===== src/rtl/axil_apb_bridge_pkg.sv =====
// Shared types for the AXI4-Lite to multi-slave APB bridge family.
// The transaction record is sized for the widest supported bus; users take the low bits they need.
package axil_apb_bridge_pkg;

  localparam int MAX_AW = 64;
  localparam int MAX_DW = 64;
  localparam int MAX_SW = MAX_DW / 8;
  localparam int IDX_W  = 4;

  typedef enum logic [1:0] {
    IDLE   = 2'd0,
    SETUP  = 2'd1,
    ACCESS = 2'd2,
    RESP   = 2'd3
  } bridge_state_t;

  localparam logic [1:0] RESP_OKAY   = 2'b00;
  localparam logic [1:0] RESP_SLVERR = 2'b10;
  localparam logic [1:0] RESP_DECERR = 2'b11;

  typedef struct packed {
    logic [MAX_AW-1:0] addr;
    logic [MAX_DW-1:0] data;
    logic [MAX_SW-1:0] strb;
    logic              write;
    logic [IDX_W-1:0]  index;
    logic              valid_decode;
  } txn_t;

endpackage


===== src/rtl/apb_slave_decoder.sv =====
// Maps a byte address onto one of N_SLAVES equally sized windows starting at BASE_ADDRESS.
module apb_slave_decoder
  import axil_apb_bridge_pkg::*;
#(
  parameter int                    ADDR_WIDTH      = 32,
  parameter int                    SLAVE_SPAN_BITS = 12,
  parameter int                    N_SLAVES        = 4,
  parameter logic [ADDR_WIDTH-1:0] BASE_ADDRESS    = 'h43C00000
) (
  input  logic [ADDR_WIDTH-1:0] addr,
  output logic [IDX_W-1:0]      index,
  output logic                  hit
);

  logic [ADDR_WIDTH-1:0] offs;
  logic [ADDR_WIDTH-1:0] slot;

  assign offs  = addr - BASE_ADDRESS;
  assign slot  = offs >> SLAVE_SPAN_BITS;
  // addresses below the base wrap to a huge slot, but the explicit compare keeps intent clear
  assign hit   = (addr >= BASE_ADDRESS) && (slot < ADDR_WIDTH'(N_SLAVES));
  assign index = slot[IDX_W-1:0];

endmodule


===== src/rtl/axil_apb_bridge_multi.sv =====
// AXI4-Lite slave to N-port APB master: one transaction in flight, read/write round-robin,
// ACCESS-phase watchdog, DECERR for unmapped addresses without touching APB.
module axil_apb_bridge_multi
  import axil_apb_bridge_pkg::*;
#(
  parameter int                    ADDR_WIDTH      = 32,
  parameter int                    DATA_WIDTH      = 32,
  parameter int                    N_SLAVES        = 4,
  parameter int                    SLAVE_SPAN_BITS = 12,
  parameter logic [ADDR_WIDTH-1:0] BASE_ADDRESS    = 'h43C00000,
  parameter int                    TIMEOUT_CYCLES  = 256
) (
  input  logic                         clock,
  input  logic                         reset,
  input  logic [ADDR_WIDTH-1:0]        s_awaddr,
  input  logic                         s_awvalid,
  output logic                         s_awready,
  input  logic [DATA_WIDTH-1:0]        s_wdata,
  input  logic [DATA_WIDTH/8-1:0]      s_wstrb,
  input  logic                         s_wvalid,
  output logic                         s_wready,
  output logic [1:0]                   s_bresp,
  output logic                         s_bvalid,
  input  logic                         s_bready,
  input  logic [ADDR_WIDTH-1:0]        s_araddr,
  input  logic                         s_arvalid,
  output logic                         s_arready,
  output logic [DATA_WIDTH-1:0]        s_rdata,
  output logic [1:0]                   s_rresp,
  output logic                         s_rvalid,
  input  logic                         s_rready,
  output logic [ADDR_WIDTH-1:0]        m_paddr,
  output logic [DATA_WIDTH-1:0]        m_pwdata,
  output logic [DATA_WIDTH/8-1:0]      m_pstrb,
  output logic                         m_pwrite,
  output logic                         m_penable,
  output logic [2:0]                   m_pprot,
  output logic [N_SLAVES-1:0]          m_psel,
  input  logic [N_SLAVES*DATA_WIDTH-1:0] m_prdata,
  input  logic [N_SLAVES-1:0]          m_pready,
  input  logic [N_SLAVES-1:0]          m_pslverr
);

  localparam int SW = DATA_WIDTH / 8;
  localparam int CW = $clog2(TIMEOUT_CYCLES + 2);
  localparam logic [ADDR_WIDTH-1:0] OFF_MASK = (ADDR_WIDTH'(1) << SLAVE_SPAN_BITS) - ADDR_WIDTH'(1);

  bridge_state_t         state_q, state_d;
  txn_t                  txn_q, txn_d;
  logic [1:0]            resp_q, resp_d;
  logic [DATA_WIDTH-1:0] rdata_q, rdata_d;
  logic [CW-1:0]         cnt_q, cnt_d;
  logic                  pref_wr_q, pref_wr_d;

  logic                  idle, wr_elig, grant_wr, grant_rd, timeout;
  logic [ADDR_WIDTH-1:0] req_addr;
  logic [IDX_W-1:0]      dec_idx;
  logic                  dec_hit;
  logic                  sel_ready, sel_err;
  logic [DATA_WIDTH-1:0] sel_rdata;
  logic [N_SLAVES-1:0]   sel_onehot;
  logic                  unused_txn;

  // reset gates the grant so no ready escapes while the bridge is held in reset
  assign idle     = (state_q == IDLE) && reset;
  assign wr_elig  = s_awvalid && s_wvalid;
  assign grant_wr = idle && wr_elig && (pref_wr_q || !s_arvalid);
  assign grant_rd = idle && s_arvalid && (!pref_wr_q || !wr_elig);
  assign req_addr = grant_wr ? s_awaddr : s_araddr;

  apb_slave_decoder #(
    .ADDR_WIDTH     (ADDR_WIDTH),
    .SLAVE_SPAN_BITS(SLAVE_SPAN_BITS),
    .N_SLAVES       (N_SLAVES),
    .BASE_ADDRESS   (BASE_ADDRESS)
  ) u_dec (
    .addr (req_addr),
    .index(dec_idx),
    .hit  (dec_hit)
  );

  always_comb begin
    sel_onehot = '0;
    sel_ready  = 1'b0;
    sel_err    = 1'b0;
    sel_rdata  = '0;
    for (int k = 0; k < N_SLAVES; k++) begin
      if (txn_q.index == IDX_W'(k)) begin
        sel_onehot[k] = 1'b1;
        sel_ready     = m_pready[k];
        sel_err       = m_pslverr[k];
        sel_rdata     = m_prdata[k*DATA_WIDTH +: DATA_WIDTH];
      end
    end
  end

  assign timeout = (TIMEOUT_CYCLES > 0) && (cnt_q == CW'(TIMEOUT_CYCLES - 1));

  always_comb begin
    state_d   = state_q;
    txn_d     = txn_q;
    resp_d    = resp_q;
    rdata_d   = rdata_q;
    cnt_d     = cnt_q;
    pref_wr_d = pref_wr_q;
    unique case (state_q)
      IDLE: begin
        if (grant_wr || grant_rd) begin
          txn_d.addr         = MAX_AW'(req_addr);
          txn_d.data         = grant_wr ? MAX_DW'(s_wdata) : '0;
          txn_d.strb         = grant_wr ? MAX_SW'(s_wstrb) : '0;
          txn_d.write        = grant_wr;
          txn_d.index        = dec_idx;
          txn_d.valid_decode = dec_hit;
          pref_wr_d          = grant_rd;
          rdata_d            = '0;
          resp_d             = dec_hit ? RESP_OKAY : RESP_DECERR;
          state_d            = dec_hit ? SETUP : RESP;
        end
      end
      SETUP: begin
        cnt_d   = '0;
        state_d = ACCESS;
      end
      ACCESS: begin
        if (sel_ready) begin
          resp_d  = sel_err ? RESP_SLVERR : RESP_OKAY;
          rdata_d = txn_q.write ? '0 : sel_rdata;
          state_d = RESP;
        end else if (timeout) begin
          resp_d  = RESP_SLVERR;
          rdata_d = '0;
          state_d = RESP;
        end else begin
          cnt_d = cnt_q + CW'(1);
        end
      end
      RESP: begin
        if (txn_q.write ? s_bready : s_rready) state_d = IDLE;
      end
      default: state_d = IDLE;
    endcase
  end

  always_ff @(posedge clock or negedge reset) begin
    if (!reset) begin
      state_q   <= IDLE;
      txn_q     <= '0;
      resp_q    <= RESP_OKAY;
      rdata_q   <= '0;
      cnt_q     <= '0;
      pref_wr_q <= 1'b1;
    end else begin
      state_q   <= state_d;
      txn_q     <= txn_d;
      resp_q    <= resp_d;
      rdata_q   <= rdata_d;
      cnt_q     <= cnt_d;
      pref_wr_q <= pref_wr_d;
    end
  end

  assign s_awready = grant_wr;
  assign s_wready  = grant_wr;
  assign s_arready = grant_rd;
  assign s_bvalid  = (state_q == RESP) && txn_q.write;
  assign s_rvalid  = (state_q == RESP) && !txn_q.write;
  assign s_bresp   = resp_q;
  assign s_rresp   = resp_q;
  assign s_rdata   = rdata_q;

  assign m_psel    = ((state_q == SETUP || state_q == ACCESS) && txn_q.valid_decode) ? sel_onehot : '0;
  assign m_penable = (state_q == ACCESS);
  assign m_paddr   = txn_q.addr[ADDR_WIDTH-1:0] & OFF_MASK;
  assign m_pwdata  = txn_q.data[DATA_WIDTH-1:0];
  assign m_pstrb   = txn_q.write ? txn_q.strb[SW-1:0] : '0;
  assign m_pwrite  = txn_q.write;
  assign m_pprot   = 3'b000;

  assign unused_txn = ^txn_q;

endmodule

===== config.mk =====
export PLATFORM = sky130hd
export DESIGN_NAME = axil_apb_bridge_multi
export DESIGN_NICKNAME = d
export VERILOG_FILES = /design/src/rtl/axil_apb_bridge_pkg.sv /design/src/rtl/apb_slave_decoder.sv /design/src/rtl/axil_apb_bridge_multi.sv
export SDC_FILE = /design/constraint.sdc
export NUM_CORES = 1
export LEC_CHECK = 0
export ABC_AREA = 1
export ABC_CLOCK_PERIOD_IN_PS = 2440
export CELL_PAD_IN_SITES_DETAIL_PLACEMENT = 2
export CELL_PAD_IN_SITES_GLOBAL_PLACEMENT = 2
export CORE_MARGIN = 2
export CORE_UTILIZATION = 32
export CTS_BUF_LIST = sky130_fd_sc_hd__clkbuf_16
export DETAILED_ROUTE_END_ITERATION = 10
export DONT_BUFFER_PORTS = 1
export PLACE_DENSITY_LB_ADDON = 0.1
export SETUP_SLACK_MARGIN = 0.4
export SLEW_MARGIN = 25
export SYNTH_ARGS = -nofsm -noshare
export SYNTH_HDL_FRONTEND = slang
export SYNTH_SLANG_ARGS = --single-unit

===== constraint.sdc =====
create_clock -name clock -period 2.44 [get_ports clock]
set_input_delay 0.488 -clock clock [delete_from_list [all_inputs] [get_ports clock]]
set_output_delay 0.488 -clock clock [all_outputs]
set_load 0.005 [all_outputs]

# Word-level counts from Yosys, hierarchy flattened
# Index checks and enable logic that the tools add are counted.
[classes]
mul = 0
bitwise_logic = 0
n_reduce_logical = 26
n_addsub = 2
n_mux = 42
order_cmp = 2
n_div = 0
n_shift = 0
eq_ne = 12
[ops]
columns = ["operator", "n"]
rows = [
  ["$mux 32", 10],
  ["$pmux 32 s2", 1],
  ["$ge 32x31->1 const B", 1],
  ["$sub 32x31->32 const B", 1],
  ["$lt 20x3->1 const B", 1],
  ["$mux 2", 10],
  ["$mux 9", 2],
  ["$pmux 9 s2", 1],
  ["$mux 1", 13],
  ["$mux 4", 3],
  ["$logic_and 1x1->1", 10],
  ["$add 9x1->9 const B", 1],
  ["$eq 9x8->1 const B", 1],
  ["$reduce_and 3->1", 3],
  ["$eq 4x2->1 const B", 2],
  ["$pmux 2 s4", 1],
  ["$ne 2x2->1 const B", 3],
  ["$eq 2x2->1 const B", 2],
  ["$eq 4x1->1 const B", 1],
  ["$logic_not 1->1", 4],
  ["$logic_not 4->1", 1],
  ["$logic_or 1x1->1", 4],
  ["$pmux 2 s2", 1],
  ["$reduce_bool 2->1", 2],
  ["5 further kinds", 5],
]
[word_totals]
out_inout_bits = 118
mem_count = 0
mem_bits_ro = 0
latch_bits = 0
regBits = 100
wordCells = 95
mem_bits_rw = 0
input_bits = 243

# Depth between registers and ports, before layout
[depth]
depth_word = 11
depth_mapped = 14
depth_no_buf = 12

# Hierarchy
# Synthesis repeated with hierarchy kept, for this count alone.
[unflattened]
cells_unflattened = 868
area_unflattened_um2 = 6408.6
[modules_own_cells]
columns = ["mod", "n_inst", "area_each_um2", "cells_per_inst", "seq_area_each_um2"]
rows = [
  ["axil_apb_bridge_multi", 1, 6293.5, 842, 2503.7],
  ["apb_slave_decoder", 1, 115.1, 26, 0.0],
]

# Worst setup path before layout
# OpenSTA, ideal clock, no wires.
[synth_path]
kind = "register to output"
start = "reg state_q[0]"
end = "out s_wready"
required_time_ps = 1952
setup_slack_ps = 397
path_stages_with_launch = 9
t_arrival_ps = 1555
path_buffers = 2
path_cell_list = "dfrtp_1 inv_1 ha_1 nand2_1 nor2_2 nand2_1 inv_2 clkbuf_1 buf_4"
[synth_between]
elab_chain_len = 4
[synth_lines]
columns = ["element", "line_no", "text"]
rows = [
  ["start, declared", "axil_apb_bridge_multi.sv:48", "bridge_state_t state_q, state_d;"],
  ["start signal, assigned", "axil_apb_bridge_multi.sv:154", "state_q <= state_d;"],
  ["$logic_not 2->1", "axil_apb_bridge_multi.sv:65", "assign idle = (state_q == IDLE) && reset;"],
  ["$logic_and 1x1->1", "axil_apb_bridge_multi.sv:65", ""],
  ["$logic_and 1x1->1 (2 in series)", "axil_apb_bridge_multi.sv:67", "assign grant_wr = idle && wr_elig && (pref_wr_q || !s_arvalid);"],
  ["end, declared", "axil_apb_bridge_multi.sv:21", "output logic s_wready,"],
]
# No other way between the ends.

# Final worst setup path
[layout_path]
start = "reg state_q[0]"
end = "out s_awready"
[layout_between]
elab_chain_len = 4
[layout_lines]
columns = ["element", "line_no", "text"]
rows = [
  ["$logic_not 2->1", "axil_apb_bridge_multi.sv:65", ""],
  ["$logic_and 1x1->1", "axil_apb_bridge_multi.sv:65", ""],
  ["$logic_and 1x1->1 (2 in series)", "axil_apb_bridge_multi.sv:67", ""],
  ["end, declared", "axil_apb_bridge_multi.sv:17", "output logic s_awready,"],
]
# No other way between the ends.

==> metrics.md <==
| Metric | Value |
|---|---|
| Via-to-Cell Ratio | between 5 and 6 |
| Hpwl dp | 16200 um |
| Synth top area share | a little over two fifths |
| Syn avg cell area | around 7.5 sq um |
| Router iterations before antenna repair | 4 |
| Synth area leaders | dfrtp_1, nand2_1, buf_4 |
| Synth Cell Area | 5940 sq um |
| Pwr Density | 1070 nW/um^2 |
| FF+latch area | 2510 sq um |
| Worst r2r src | cnt_q[0]$_DFFE_PN0P_ |
| CP cell instances | inv_2 > ha_4 > nand2_4 > nor2_4 > nand2_4 > buf_12 > inv_12 |
| CP Capture Type | output port |
| Synth-to-Final Area Change | 9.18% |
| CP Launch Point | state_q[0]$_DFFE_PN0P_ |
| Setup violators final | 0 |
| GPL Wtd Cong | roughly 0.8 |
| First-pass GRT wire length | 32300 um |
| Max cap viols | 0 |
| Starting Density | 32.9% |
| Fin crit share | between 80 and 90% |
| CTS tree | done |
| Reg clk slew, reported paths | 90 ps |
| Drc violations | 0 |
| Max-slew violation count | 0 |
| Root buf cell | clkbuf_16 |
| CP Data Required Time | around 2000 ps |
| Lkg Pwr | ~3.4 nW |
| Post-synth cell types | 34 |
| Crit path largest cell delay | about 400 ps |
| Nets@finish | between 1000 and 1500 |
| Worst path arrival time | 1500 ps |
| RSZ-0062 raised after global routing | no |
| Delay-heaviest family, CP | flip-flops |
| Clk sinks | 100 |
| Worst VDD drop | roughly 0.00038 V |
| Io pins | roughly 360 |
| Sequential area share after synthesis | ~42% |
| Routed WL | about 21000 um |
| Gr usage total | a little over a fifth |
| Die footprint | between 15000 and 20000 sq um |
| Gate Count Post-Synth | approximately 800 |
| Setup crit start kind | flop |
| Setup TNS | 0 ps |
| Die height | 140 um |
| Clock Latency Late Sink | 360 ps |
| Share of layout cells above drive strength 1 | about an eighth |
| CP bufs+invs | 3 |
| Die width | approximately 140 um |
| Fin area | roughly 6500 sq um |
| Post-synth top cells | nand2_1, dfrtp_1, nor2_1, buf_4, inv_1 |
| Synth area leader | dfrtp_1 |
| Initial antenna violation count | 0 |
| Synth async-reset ratio | 100% |
| #FFs+latches synth | 100 |
| Failing checks | hold timing |
| ANT nets after route | 0 |
| Drt wl/cell | 21.3 um |
| Clock tree buffer depth | 2 |
| Slowest-stage cell, CP | dfrtp_1 |
| Post-layout min period | about 2000 ps |
| Placed cell areas | 5730 sq um |
| Diodes inserted | 0 |
| Setup CP Type | flop to output port |
| 1st-iter DRT viols | 161 |
| Via count | around 5100 |
| Core Box Area | around 18000 sq um |
| Largest net degree at the start of global routing | about 100 |
| H-tree lvl count | 3 |
| Top cell by count, worst path | nand2_4 |
| Cts bufs inserted | 9 |
| Fin. Hold Viols | a little under 100 |
| Fmax | approximately 500 MHz |
| Ys Warns | 0 |
| # rows | between 40 and 50 |
| Multi-input combinational cell area | 2710 sq um |
| Worst Hold Class | input pin to async pin |
| Worst Skew | around 13 ps |
| Fillers | between 2000 and 2500 |
| Crit-path max FO | 7 |
| Status | complete, but fails checks |
| Main synth FF type | dfrtp_1 |
| Overflow after GRT | 0 |
| Number of flops mapped to enable cells by yosys | 0 |
| Hold slack | -172 ps |
| Count leader, synth | nand2_1 |
| Buffers on Ports | 0 |
| Vias in the first global route | roughly 5700 |
[through the flow]
stage	power, mW	hold slack (ps)	cells	setup slack [ps]	utilization, %
global route	7.53	-192	992	381	35.9
floorplan	4.68	192	812	530	-
global placement	5.00	200	950	399	31.7
finish	6.94	-172	992	449	35.9
detailed placement	5.13	199	950	203	31.7
CTS	6.85	-191	974	406	34.4
[timing repair]
item / in CTS / in global routing
buffers inserted: 7 / 14
pin swaps: 2 / 2
hold endpoints to repair: 100 / 99
gates resized for setup: 26 / 22
cloned: 1 / 4
endpoints found under the setup margin: 87 / 47
[registers in the layout, indices dropped and copies added (netlist names)]
signal,flops
state_q,2
s_bresp,2
txn_q,9
m_paddr,12
s_rdata,32
m_pwrite,1
cnt_q,9
pref_wr_q,1
m_pwdata,32
[metal layers]
| layer | track usage, % | routed length, um | vias to the layer above |
|---|---|---|---|
| met2 | 39.6 | 11400 | 229 |
| met4 | 5.32 | 308 | 0 |
| met5 | 0 | 0 | - |
| met1 | 23.4 | 7740 | 2517 |
| li1 | - | - | 2381 |
| met3 | 5.61 | 1710 | 18 |
[worst paths after layout]
path	endpoint	slack, ps	cells after the start
setup / recovery	s_awready	450	7
hold / removal	s_rdata[8]$_DFFE_PN0P_	-170	0
setup reg to reg	s_rdata[25]$_DFFE_PN0P_	510	11
hold reg to reg	txn_q[0]$_DFFE_PN0P_	520	2
max in group asynchronous	pref_wr_q$_DFFE_PN1P_	2380	0
min in group clock	m_paddr[3]$_DFFE_PN0P_	270	2
[power breakdown]
group | leakage, nW | switching, mW | internal (mW)
sequential | 1.31 | 0.449 | 2.08
combinational | 1.98 | 1.76 | 1.14
clock | 0.153 | 0.765 | 0.741
[layout by cell type (no fill, tap or decap), drive strengths merged, types with 2 or more instances in the layout]
master / n
dfrtp: 99
a31oi: 15
o21ai: 10
ha: 6
a22o: 36
clkbuf: 11
inv: 61
nand3: 42
nand4: 8
nor2: 77
buf: 38
o221ai: 18
nand2: 293
nor3: 3
a21oi: 3
nand3b: 2
conb: 23
clkinv: 5
xor2: 4
o31ai: 2
[cell families (layout without fill, tap and decap cells)]
kind of cell,Yosys count,count (layout),share of synthesized area [%]
simple gates,429,429,29.5
buf+inv,165,116,15.5
flops,100,100,42.1
compound gates,85,85,11.0
fa+ha+maj,6,6,1.26
xor+xnor,4,4,0.589
other cells,1,23,0.0631
[area by class of cell]
| type | count | share of cell area [%] |
|---|---|---|
| clock buffers | 9 | 3.47 |
| clock inverters | 7 | 1.45 |
| inverters | 58 | 3.55 |
| multi-input cells | 547 | 41.8 |
| flip-flops and latches | 100 | 38.6 |
| well taps | 229 | 4.41 |
| repair buffers | 41 | 6.59 |
| repair inverters | 1 | 0.135 |
Power figures use the tool's default switching activity.
